File: config.mk
export PLATFORM = sky130hd
export DESIGN_NAME = pam4_sym_src_flat
export DESIGN_NICKNAME = d
export VERILOG_FILES = /design/src/rtl/pam4_sym_src_if.sv /design/src/rtl/pam4_sym_src.sv /design/src/flat_wrapper.sv
export SDC_FILE = /design/constraint.sdc
export NUM_CORES = 1
export LEC_CHECK = 0
export CAP_MARGIN = 15
export CORE_ASPECT_RATIO = 1.25
export CORE_MARGIN = 2
export CORE_UTILIZATION = 25
export DETAILED_ROUTE_END_ITERATION = 10
export GPL_TIMING_DRIVEN = 0
export SYNTH_ARGS = -nofsm -noshare
export SYNTH_HDL_FRONTEND = slang
export SYNTH_SLANG_ARGS = --single-unit
export TNS_END_PERCENT = 100
File: constraint.sdc
create_clock -name sys_clk -period 2.2 [get_ports sys_clk]
set_input_delay 0.33 -clock sys_clk [delete_from_list [all_inputs] [get_ports sys_clk]]
set_output_delay 0.33 -clock sys_clk [all_outputs]
set_load 0.02 [all_outputs]
File: src/rtl/pam4_sym_src_if.sv
// Symbol-stream bundle between the PAM4 source, its strobe/control side and
// the SRRC transmit filter.
//
// Handshake: the source side asserts sym_clk_en for one sys_clk per symbol.
// The symbol side answers with sym_valid, a single-cycle pulse on the cycle
// after each strobe, and at that moment sym_out, sym_bits and frame_start are
// valid. There is no ready/backpressure: a consumer must take every pulse.
// sym_out holds its value between pulses.
interface pam4_sym_src_if;
    logic                sym_clk_en;
    logic                enable;
    logic [1:0]          mode;
    logic signed [17:0]  sym_out;
    logic [1:0]          sym_bits;
    logic                sym_valid;
    logic                frame_start;

    // Symbol producer (the pam4_sym_src itself).
    modport master (
        input  sym_clk_en, enable, mode,
        output sym_out, sym_bits, sym_valid, frame_start
    );

    // Control driver and symbol consumer.
    modport slave (
        output sym_clk_en, enable, mode,
        input  sym_out, sym_bits, sym_valid, frame_start
    );
endinterface

File: src/rtl/pam4_sym_src.sv
// PAM4 symbol source: PRBS-22 (Gray-mapped bit pairs), impulse train,
// constant and alternating patterns, one symbol per sym_clk_en strobe.
// Also exports the raw PRBS bit pair and a frame marker for alignment.
module pam4_sym_src #(
    parameter logic [21:0]        SEED       = 22'h000001,
    parameter logic signed [17:0] LVL_P3     = 18'sd98304,
    parameter logic signed [17:0] LVL_P1     = 18'sd32768,
    parameter int                 IMP_PERIOD = 32,
    parameter int                 FRAME_LEN  = 1024
) (
    input  logic          sys_clk,
    input  logic          reset,
    pam4_sym_src_if.master bus
);

    localparam logic [1:0]  MODE_PRBS  = 2'b00;
    localparam logic [1:0]  MODE_IMP   = 2'b01;
    localparam logic [1:0]  MODE_CONST = 2'b10;
    localparam logic [1:0]  MODE_ALT   = 2'b11;
    localparam logic [7:0]  IMP_LAST   = 8'(IMP_PERIOD - 1);
    localparam logic [15:0] FRAME_LAST = 16'(FRAME_LEN - 1);

    // Registered state
    logic [21:0]        lfsr;
    logic [7:0]         imp_cnt;
    logic               alt;
    logic [15:0]        frame_cnt;
    logic [1:0]         prev_mode;
    logic signed [17:0] sym_out_q;
    logic [1:0]         sym_bits_q;
    logic               sym_valid_q;
    logic               frame_start_q;

    // Next-state values, meaningful only on strobe cycles
    logic [21:0]        lfsr_nxt;
    logic [7:0]         imp_nxt;
    logic               alt_nxt;
    logic [15:0]        frame_nxt;
    logic signed [17:0] sym_nxt;
    logic [1:0]         bits_nxt;
    logic               fs_nxt;

    // Working signals
    logic               fb1;
    logic               fb2;
    logic               lock;
    logic               imp_entry;
    logic               alt_entry;
    logic [7:0]         imp_eff;
    logic               alt_eff;

    // Gray map: adjacent levels differ in one bit.
    function automatic logic signed [17:0] gray_level(input logic [1:0] b);
        case (b)
            2'b00:   return -LVL_P3;
            2'b01:   return -LVL_P1;
            2'b11:   return LVL_P1;
            default: return LVL_P3;
        endcase
    endfunction

    // Next-state and next-symbol computation for the coming strobe.
    always_comb begin
        // Two LFSR steps per symbol: fb2 is the feedback of the shifted state.
        fb1       = lfsr[21] ^ lfsr[20];
        fb2       = lfsr[20] ^ lfsr[19];
        lock      = (lfsr == 22'd0);
        // Pattern counters restart on entry even if this strobe is disabled.
        imp_entry = (bus.mode == MODE_IMP) && (prev_mode != MODE_IMP);
        alt_entry = (bus.mode == MODE_ALT) && (prev_mode != MODE_ALT);
        imp_eff   = imp_entry ? 8'd0 : imp_cnt;
        alt_eff   = alt_entry ? 1'b0 : alt;

        lfsr_nxt  = lock ? SEED : lfsr;
        imp_nxt   = imp_eff;
        alt_nxt   = alt_eff;
        frame_nxt = frame_cnt;
        sym_nxt   = '0;
        bits_nxt  = 2'b00;
        fs_nxt    = 1'b0;

        if (bus.enable) begin
            frame_nxt = (frame_cnt == FRAME_LAST) ? 16'd0 : frame_cnt + 16'd1;
            fs_nxt    = (frame_cnt == 16'd0);
            case (bus.mode)
                MODE_PRBS: begin
                    if (!lock) begin
                        lfsr_nxt = {lfsr[19:0], fb1, fb2};
                        bits_nxt = {fb1, fb2};
                        sym_nxt  = gray_level({fb1, fb2});
                    end
                end
                MODE_IMP: begin
                    sym_nxt = (imp_eff == 8'd0) ? LVL_P3 : '0;
                    imp_nxt = (imp_eff == IMP_LAST) ? 8'd0 : imp_eff + 8'd1;
                end
                MODE_CONST: begin
                    sym_nxt = LVL_P1;
                end
                default: begin
                    sym_nxt = alt_eff ? -LVL_P3 : LVL_P3;
                    alt_nxt = ~alt_eff;
                end
            endcase
            // A locked-up LFSR always yields a zero symbol that strobe.
            if (lock) begin
                sym_nxt  = '0;
                bits_nxt = 2'b00;
            end
        end
    end

    // State and output registers; everything except the valid pulse holds between strobes.
    always_ff @(posedge sys_clk or posedge reset) begin
        if (reset) begin
            lfsr          <= SEED;
            imp_cnt       <= 8'd0;
            alt           <= 1'b0;
            frame_cnt     <= 16'd0;
            prev_mode     <= MODE_PRBS;
            sym_out_q     <= '0;
            sym_bits_q    <= 2'b00;
            sym_valid_q   <= 1'b0;
            frame_start_q <= 1'b0;
        end else begin
            sym_valid_q   <= bus.sym_clk_en;
            frame_start_q <= bus.sym_clk_en & fs_nxt;
            if (bus.sym_clk_en) begin
                lfsr       <= lfsr_nxt;
                imp_cnt    <= imp_nxt;
                alt        <= alt_nxt;
                frame_cnt  <= frame_nxt;
                prev_mode  <= bus.mode;
                sym_out_q  <= sym_nxt;
                sym_bits_q <= bits_nxt;
            end
        end
    end

    assign bus.sym_out     = sym_out_q;
    assign bus.sym_bits    = sym_bits_q;
    assign bus.sym_valid   = sym_valid_q;
    assign bus.frame_start = frame_start_q;

endmodule

File: src/flat_wrapper.sv
// flat-port wrapper written by rule: the top's interface ports become plain ports
module pam4_sym_src_flat 
#(
    parameter logic [21:0]        SEED       = 22'h000001,
    parameter logic signed [17:0] LVL_P3     = 18'sd98304,
    parameter logic signed [17:0] LVL_P1     = 18'sd32768,
    parameter int                 IMP_PERIOD = 32,
    parameter int                 FRAME_LEN  = 1024
)
  (sys_clk, reset, bus_sym_clk_en, bus_enable, bus_mode, bus_sym_out, bus_sym_bits, bus_sym_valid, bus_frame_start);
  pam4_sym_src_if bus_i ();
  input  logic sys_clk;
  input  logic reset;
  input wire logic [$bits(bus_i.sym_clk_en)-1:0] bus_sym_clk_en;
  input wire logic [$bits(bus_i.enable)-1:0] bus_enable;
  input wire logic [$bits(bus_i.mode)-1:0] bus_mode;
  output wire logic [$bits(bus_i.sym_out)-1:0] bus_sym_out;
  output wire logic [$bits(bus_i.sym_bits)-1:0] bus_sym_bits;
  output wire logic [$bits(bus_i.sym_valid)-1:0] bus_sym_valid;
  output wire logic [$bits(bus_i.frame_start)-1:0] bus_frame_start;
  assign bus_i.sym_clk_en = bus_sym_clk_en;
  assign bus_i.enable = bus_enable;
  assign bus_i.mode = bus_mode;
  assign bus_sym_out = bus_i.sym_out;
  assign bus_sym_bits = bus_i.sym_bits;
  assign bus_sym_valid = bus_i.sym_valid;
  assign bus_frame_start = bus_i.frame_start;
  pam4_sym_src #(.SEED(SEED), .LVL_P3(LVL_P3), .LVL_P1(LVL_P1), .IMP_PERIOD(IMP_PERIOD), .FRAME_LEN(FRAME_LEN)) u_core (.sys_clk(sys_clk), .reset(reset), .bus(bus_i));
endmodule
Yosys cells after proc, flatten, opt, wreduce, memory -nomap -nowiden --
Index checks and enable logic that the tools add are counted.
Cells by class: $add $sub $neg 2, eq/ne operators 9, muxes and demuxes 22, bitwise operators 4, reduce and logical (&&, ||, !) cells 9
Operators by type and width (number):
- one-hot mux 18 bit (3 select lines) | 2
- two-way mux 22 bit | 4
- two-way mux 18 bit | 3
- two-way mux 8 bit | 4
- logical NOT 22 bit | 1
- two-way mux 17 bit | 1
- adder 16 x 1 -> 16 bit, second input constant | 1
- == test 16 x 10 -> 1 bit, second input constant | 1
- logical NOT 16 bit | 1
- two-way mux 16 bit | 1
- adder 8 x 1 -> 8 bit, second input constant | 1
- == test 8 x 5 -> 1 bit, second input constant | 1
- logical NOT 8 bit | 1
- == test 2 bit, second input constant | 3
- two-way mux 2 bit | 3
- == test 2 x 1 -> 1 bit, second input constant | 2
- logical NOT 2 bit | 2
- two-way mux 1 bit | 4
- OR reduction 3 bit | 1
- logical AND 1 bit | 2
- inequality test 2 x 1 -> 1 bit, second input constant | 1
- inequality test 2 bit, second input constant | 1
- AND reduction 2 bit | 1
- bitwise XOR 1 bit | 2
- other kinds (2) | 2
Storage, ports and cells: flip-flop bits (word level) 71, input port bits 6, output and inout port bits 22, logic and storage cells 55

Depth between registers and ports, before layout --
Gate-level depths: netlist of the first run.
word-level depth 8, mapped depth 10

Worst setup path after synthesis of the first run --
Ideal clock, no wire load.
path kind flip-flop to flip-flop, from register u_core.prev_mode[1], to register u_core.sym_out_q[15], in the netlist u_core.bus.sym_out[15], library setup time 0.125 ns, data arrival time 1.819 ns, required time 2.075 ns, setup slack 0.256 ns, cell stages (with the launch flop) 9, buffers on the path 0, cell sequence dfrtp_1 > nand2b_1 > nand2_1 > nand2_1 > ha_1 > nor4b_1 > a221oi_1 > nor3b_1 > mux2_2
On the way: word-level cells in the longest chain between the ends 8
Ends and longest elaborated chain:
- start: declaration | line pam4_sym_src.sv:28 | logic [1:0] prev_mode;
- start signal: assignment | line pam4_sym_src.sv:133 | prev_mode <= bus.mode;
- inequality test 2 x 1 -> 1 bit | line pam4_sym_src.sv:69 | imp_entry = (bus.mode == MODE_IMP) && (prev_mode != MODE_IMP);
- logical AND 1 bit | line pam4_sym_src.sv:69
- two-way mux 8 bit | line pam4_sym_src.sv:71 | imp_eff = imp_entry ? 8'd0 : imp_cnt;
- logical NOT 8 bit | line pam4_sym_src.sv:94 | sym_nxt = (imp_eff == 8'd0) ? LVL_P3 : '0;
- two-way mux 17 bit | line pam4_sym_src.sv:94
- one-hot mux 18 bit (3 select lines) | line pam4_sym_src.sv:85 | case (bus.mode)
- two-way mux 18 bit | line pam4_sym_src.sv:106 | if (lock) begin
- two-way mux 18 bit | line pam4_sym_src.sv:82 | if (bus.enable) begin
- end signal: assignment | line pam4_sym_src.sv:134 | sym_out_q <= sym_nxt;
- end: declaration | line pam4_sym_src.sv:29 | logic signed [17:0] sym_out_q;
No other way between the ends. A chain may end at the register's enable or synchronous reset.

Worst setup path after layout of the first run --
from register u_core.prev_mode[1], to register u_core.imp_cnt[6]
On the way: word-level cells in the longest chain between the ends 7, elaborated cells on any way between the ends 8, those cells by class add/sub (1); eq/ne (2); mux (4); reduce/logical (1)
Ends and longest elaborated chain:
- inequality test 2 x 1 -> 1 bit (*) | line pam4_sym_src.sv:69
- logical AND 1 bit (*) | line pam4_sym_src.sv:69
- two-way mux 8 bit (*) | line pam4_sym_src.sv:71
- adder 8 x 1 -> 8 bit or == test 8 x 5 -> 1 bit (tied branches) | line pam4_sym_src.sv:95 | imp_nxt = (imp_eff == IMP_LAST) ? 8'd0 : imp_eff + 8'd1;
- two-way mux 8 bit | line pam4_sym_src.sv:95
- two-way mux 8 bit | line pam4_sym_src.sv:85
- two-way mux 8 bit (*) | line pam4_sym_src.sv:82
- end signal: assignment | line pam4_sym_src.sv:130 | imp_cnt <= imp_nxt;
- end: declaration | line pam4_sym_src.sv:25 | logic [7:0] imp_cnt;
Mark *: on every way between the ends. The rest lies on a longest branch, timed or not.

==> results of run 1 <==
## kinds of logic after synthesis
| family | after synthesis | share of synthesized area (%) |
|---|---|---|
| AOI/OAI and AO/OA | 38 | 9.72 |
| xor gates and xnor gates | 15 | 4.66 |
| adders and majority gates | 5 | 2.22 |
| buffers and inverters | 36 | 7.33 |
| DFF | 56 | 49.8 |
| muxes | 3 | 1.20 |
| other | 1 | 0.133 |
| and+or+nand+nor | 149 | 25.0 |
## metal layers
metal	vias up	track usage, %	wire length (µm)
met5	-	0	0
met4	0	3.42	82
met3	6	1.65	152
met2	27	16.3	2690
met1	1013	12.3	2580
li1	1066	-	-
## sequential cells by signal, indices dropped and copies added, names as in the netlist
signal                  flops
u_core.lfsr                22
u_core.frame_cnt           16
u_core.imp_cnt              8
u_core.bus.sym_out          3
u_core.bus.sym_bits         2
u_core.prev_mode            2
u_core.alt                  1
u_core.bus.frame_start      1
u_core.bus.sym_valid        1
## through the flow
stage          instance area, µm²  instances
6_report                     3380        474
5_1_grt                      3380        474
4_1_cts                      3340        473
3_5_place_dp                 3180        465
2_1_floorplan                2870        317
3_3_place_gp                 3160        464
## power breakdown
part	total, µW	internal [µW]	switching (µW)
Sequential	1240	1140	97.0
Combinational	413	184	229
Clock	821	454	367
Total	2470	1780	693
## worst reg2reg max path: cells and delay by family (launching register included)
family	cells	cell delay (ns)
AOI/OAI and AO/OA	1	0.23
adders and majority gates	1	0.17
buffers and inverters	1	0.06
DFF	1	0.41
and+or+nand+nor	6	1.12
## cell usage after synthesis (2+ instances only)
library cell  number
a22o_1             4
nand4b_1           2
o31ai_1            2
or3_1              3
nor3_1             6
o21ai_0           15
nor2_1            16
buf_2              3
and3_1             6
nor2b_1            3
inv_1             11
clkbuf_1           3
a32o_1             2
a21oi_1            2
a31oi_1            3
nand4_1            7
and2_1             3
xor2_1             5
nor4b_1            2
buf_4             18
nand3_1            6
dfrtp_1           55
nand2b_1           3
nand2_1           81
mux2_2             3
nor4_1             5
ha_1               5
xnor2_1           10
## cell type report
class | instances | area share [%]
Multi-Input combinational cell | 225 | 38.5
Inverter | 12 | 1.33
Clock inverter | 2 | 0.444
Tap cell | 135 | 5.00
Timing Repair Buffer | 14 | 4.37
Clock buffer | 6 | 4.11
Buffer | 24 | 4.78
Sequential cell | 56 | 41.5
## final timing paths
check,endpoint,slack [ns],depth (start not counted)
worst max register to register,u_core.imp_cnt[6],0.11,9
worst min-delay path,u_core.bus.frame_start,0.44,2
min in group sys_clk,u_core.frame_cnt[15],0.48,1
worst max-delay path,u_core.imp_cnt[6],0.11,9
max in group asynchronous,u_core.lfsr[0],1.13,3
worst min register to register,u_core.frame_cnt[15],0.48,1
## what timing repair did
item | in CTS | in global routing
resized for setup | 2 | 8
gates cloned | 0 | 0
pin swaps | 0 | 1
endpoints found under the setup margin | 5 | 4
setup buffers | 0 | 1
==> run_results.csv, run 1 <==
group,metric,value,unit
sta,period_share,94.8,%
drt,vias,2112,
drt,drtPass1Iterations,4,
final_layout,nFillCells,1147,
sta,setup_ws,0.114,ns
final_layout,fin_nets,349,
final_layout,final_cell_mix,"nand2_1, dfrtp_1, buf_4",
yosys,synth-seq-cells,56,
final_layout,regArea,0.00140,mm²
sta,hold_viol_final,0,
sta,slew_headroom,59.1,%
worst_setup_path,endpoint_kind,"flip-flop",
pwr,power,2470,µW
worst_setup_path,cp_top_family,"simple AND/OR/NAND/NOR gates",
sta,skew,0.00437,ns
worst_setup_path,r2r_start,"u_core.prev_mode[1]",
placement,gp_congestion,0.794,
die,die-area,0.0121,mm²
yosys,synth_ff_type,"dfrtp_1",
yosys,synth_area_leaders,"dfrtp_1, nand2_1, buf_4, xnor2_1, o21ai_0",
yosys,syn_area,0.00282,mm²
hold_path,min_path_type,"primary input to async pin",
yosys,synth_area_leader_cell,"dfrtp_1",
worst_setup_path,crit_buf_inv,1,
pwr,vdd.ir_drop.worst,0.397,mV
global_routing,grt_max_degree,30,
die,die_x,99.0,µm
sta,drv_slew,0,
clock_tree,cts_sinks,56,
placement,dp_hpwl,4010,µm
sta,holdWs,0.436,ns
worst_setup_path,crit_chain,"nand2b_2 -> nand2_4 -> nand2_1 -> inv_1 -> ha_1 -> and4b_2 -> and3_1 -> nand4_1 -> o311ai_1",
run_status,status,"finished, final reports clean",
sta,max_slew.worst_pin.slew,0.612,ns
clock_tree,clk_pin_slew_worst_paths,0.07,ns
final_layout,drive_gt1_share,13.9,%
worst_setup_path,cpPeakStageDelay,0.41,ns
clock_tree,cts_tree,"built",
yosys,synth_cell_types,47,
final_layout,final_common_cell,"nand2_1",
sta,setup_violations,0,
die,dieHeight,123,µm
clock_tree,clk_path_buf_depth,2,
sta,finalSetupTns,0,ns
yosys,syn_avg_cell_area,9.30,µm²
worst_setup_path,worstPathRequired,2.40,ns
die,rows,43,
sta,period_minus_slack,2.09,ns
worst_setup_path,cp_slowest_cell,"dfrtp_1",
die,ios,28,
yosys,synth_top_area_share,48.8,%
clock_tree,cts_inserted_buffers,5,
yosys,ys_warn_count,0,
placement,port_buffers,12,
sta,rsz0062_at_grt,"false",
final_layout,n_antenna_cell,0,
sta,fmax,479,MHz
clock_tree,htreeDepth,2,
final_layout,fin_util,30.6,%
die,initial_core_util,25.5,%
pwr,power_density,732,mW/mm²
global_routing,overflow,0,
flow_run,cap_violations,0,
global_routing,grt_pass1_wl,9630,µm
die,placeableCoreArea,0.0110,mm²
yosys,synth-edff-count,0,
worst_setup_path,startpoint,"u_core.prev_mode[1]",
yosys,ys_seq_area_share,49.8,%
global_routing,antenna_found_initial,0,
drt,route.detailed.drc,0,
worst_setup_path,crit_fanout,9,
yosys,syn_inst,303,
clock_tree,hold_buffers,0,
clock_tree,insertion_delay,0.29,ns
final_layout,area_growth,19.9,%
drt,drtIter0Drc,99,
drt,routedWlPerCell,11.6,µm
clock_tree,cts_root_buf,"clkbuf_16",
yosys,ys_async_sr_fraction,100,%
worst_setup_path,worst_setup_path_start_kind,"flip-flop",
worst_setup_path,path_class,"flip-flop to flip-flop",
placement,pre_cts_slack,-0.535,ns
global_routing,grt.total_usage,9.60,%
drt,drtAntennaViolNets,0,
drt,routed_wl,5510,µm
global_routing,grt_pass1_vias,2074,
drt,via_per_inst,4.46,
worst_setup_path,crit_arrival,2.28,ns
final_layout,multi_input_area,0.00130,mm²
pwr,p_leak,0.00159,µW
Note: power is estimated with default switching activity, not from simulation.
==> run 2: changes to the inputs <==
Settings changed: CORE_MARGIN 2 to unset, CORE_UTILIZATION 25 to 56, PLACE_DENSITY set to 0.79.
==> run_results.csv, run 2 (synthesis gave the netlist of run 1 again) <==
group,metric,value,unit
final_layout,final_common_cell,"nand2_1",
drt,drtAntennaViolNets,0,
final_layout,area_growth,14.0,%
clock_tree,clk_pin_slew_worst_paths,0.10,ns
final_layout,n_antenna_cell,0,
sta,max_slew.worst_pin.slew,0.610,ns
placement,place_area,0.00309,mm²
pwr,netSwitchingPower,670,µW
sta,slew_headroom,59.3,%
clock_tree,cts_root_buf,"clkbuf_8",
die,initial_core_util,58.7,%
flow_run,cap_violations,0,
drt,via_per_inst,5.43,
drt,route.met2.wl,2480,µm
pwr,power,2220,µW
hold_path,min_path_type,"primary input to async pin",
worst_setup_path,worst_setup_path_start_kind,"primary input",
sta,period_share,96.7,%
placement,gp_congestion,0.846,
final_layout,nFillCells,393,
drt,vias,2163,
final_layout,largestRegisters,"u_core.lfsr (22), u_core.frame_cnt (16), u_core.imp_cnt (8)",
drt,wl_met1,2440,µm
run_status,status,"finished, final reports clean",
clock_tree,post_cts_buffers,0,
global_routing,grt_pass1_vias,2027,
clock_tree,clk_path_buf_depth,2,
pwr,comb_power_share,18.4,%
die,rows,28,
worst_setup_path,crit_fanout,9,
drt,routed_wl,5220,µm
worst_setup_path,endpoint_kind,"flip-flop",
final_layout,fin_nets,348,
worst_setup_path,crit_arrival,2.39,ns
drt,routedWlPerCell,13.1,µm
pwr,p_leak,0.00157,µW
pwr,vdd.ir_drop.worst,0.438,mV
pwr,power_density,692,mW/mm²
clock_tree,htreeDepth,2,
worst_setup_path,path_class,"primary input to flip-flop",
sta,setup_ws,0.0736,ns
die,ios,28,
global_routing,overflow,0,
sta,hold_viol_final,0,
clock_tree,cts_tree,"built",
global_routing,antenna_found_initial,0,
final_layout,fin_util,66.9,%
placement,pre_cts_slack,-0.463,ns
worst_setup_path,r2r_slack,0.16,ns
final_layout,final_cells,398,
pwr,seqPwrFrac,55.8,%
sta,fmax,470,MHz
global_routing,grt_max_degree,30,
final_layout,drive_gt1_share,13.0,%
drt,route.detailed.drc,0,
die,placeableCoreArea,0.00480,mm²
final_layout,top_register,"u_core.lfsr",
global_routing,grt_pass1_wl,8580,µm
final_layout,post-route-cell-area,0.00321,mm²
sta,period_minus_slack,2.13,ns
final_layout,largest_register_ffs,22,
final_layout,final_cell_mix,"nand2_1, dfrtp_1, buf_4, nor2_1",
die,die-area,0.00532,mm²
worst_setup_path,worstPathRequired,2.46,ns
sta,skew,0.0131,ns
drt,routed.top_layer,"met4",
clock_tree,cts_inserted_buffers,5,
drt,drtPass1Iterations,4,
die,die_x,65.4,µm
pwr,clockPowerShare,25.9,%
placement,port_buffers,12,
pwr,swShare,30.2,%
pwr,p_int,1550,µW
clock_tree,insertion_delay,0.31,ns
global_routing,grt.total_usage,21.0,%
placement,dp_hpwl,3580,µm
drt,wl_met3,201,µm
final_layout,regArea,0.00140,mm²
sta,drv_slew,0,
final_layout,multi_input_area,0.00130,mm²
clock_tree,cts_sinks,56,
die,dieHeight,81.3,µm
sta,setup_violations,0,
drt,drtIter0Drc,93,
placement,dp_cells,390,
## run 2: path summary, 6_finish.rpt
check                                          start                endpoint  cells past startpoint
worst max register to register   u_core.prev_mode[1]  u_core.bus.sym_out[15]                      8
worst min-delay path                           reset    u_core.frame_cnt[12]                      2
worst min register to register  u_core.frame_cnt[15]    u_core.frame_cnt[15]                      1
max in group asynchronous                      reset          u_core.lfsr[0]                      3
worst max-delay path                     bus_mode[0]       u_core.imp_cnt[4]                     10
min in group sys_clk            u_core.frame_cnt[15]    u_core.frame_cnt[15]                      1
## run 2: cell type report
cell class / count / area share (%)
flip-flops and latches: 56 / 43.7
repair buffers: 13 / 4.36
well taps: 60 / 2.34
multi-input cells: 225 / 40.4
inverters: 12 / 1.40
clock buffers: 5 / 2.14
plain buffers: 24 / 5.02
clock inverters: 3 / 0.701
## run 2: power by group through the flow
stage                     combinational [µW]  clock, µW  sequential [µW]
after floorplan                          286          0             1250
after global placement                   379          0             1250
after detailed placement                 393          0             1250
after CTS                                394        594             1240
after global routing                     452        629             1260
final                                    409        574             1240
## run 2: timing repair
item                       CTS  global route
gates resized for setup      2             7
hold buffers                 0             0
setup endpoints to repair    4             4
cloned                       0             0
## run 2: worst max-delay path, cell delays in order
cell	delay, ns
clkdlybuf4s50_1	0.49
nor2b_4	0.23
nand2_4	0.11
nand2_1	0.11
inv_1	0.05
ha_1	0.21
and4b_2	0.26
and3_1	0.21
o21ai_0	0.20
a22o_1	0.17
## run 2: stage by stage
stage                     setup TNS, ns  hold slack [ns]
after floorplan                       0            0.361
after global placement           -30.87            0.463
after detailed placement          -2.69            0.464
after CTS                             0            0.421
after global routing            -0.0183            0.459
final                                 0            0.399
## run 2: layer usage
metal	GRT usage [%]	vias to the layer above
met3	4.49	11
met4	8.70	0
li1	-	1069
met1	25.3	1028
met2	36.3	55
met5	0	-
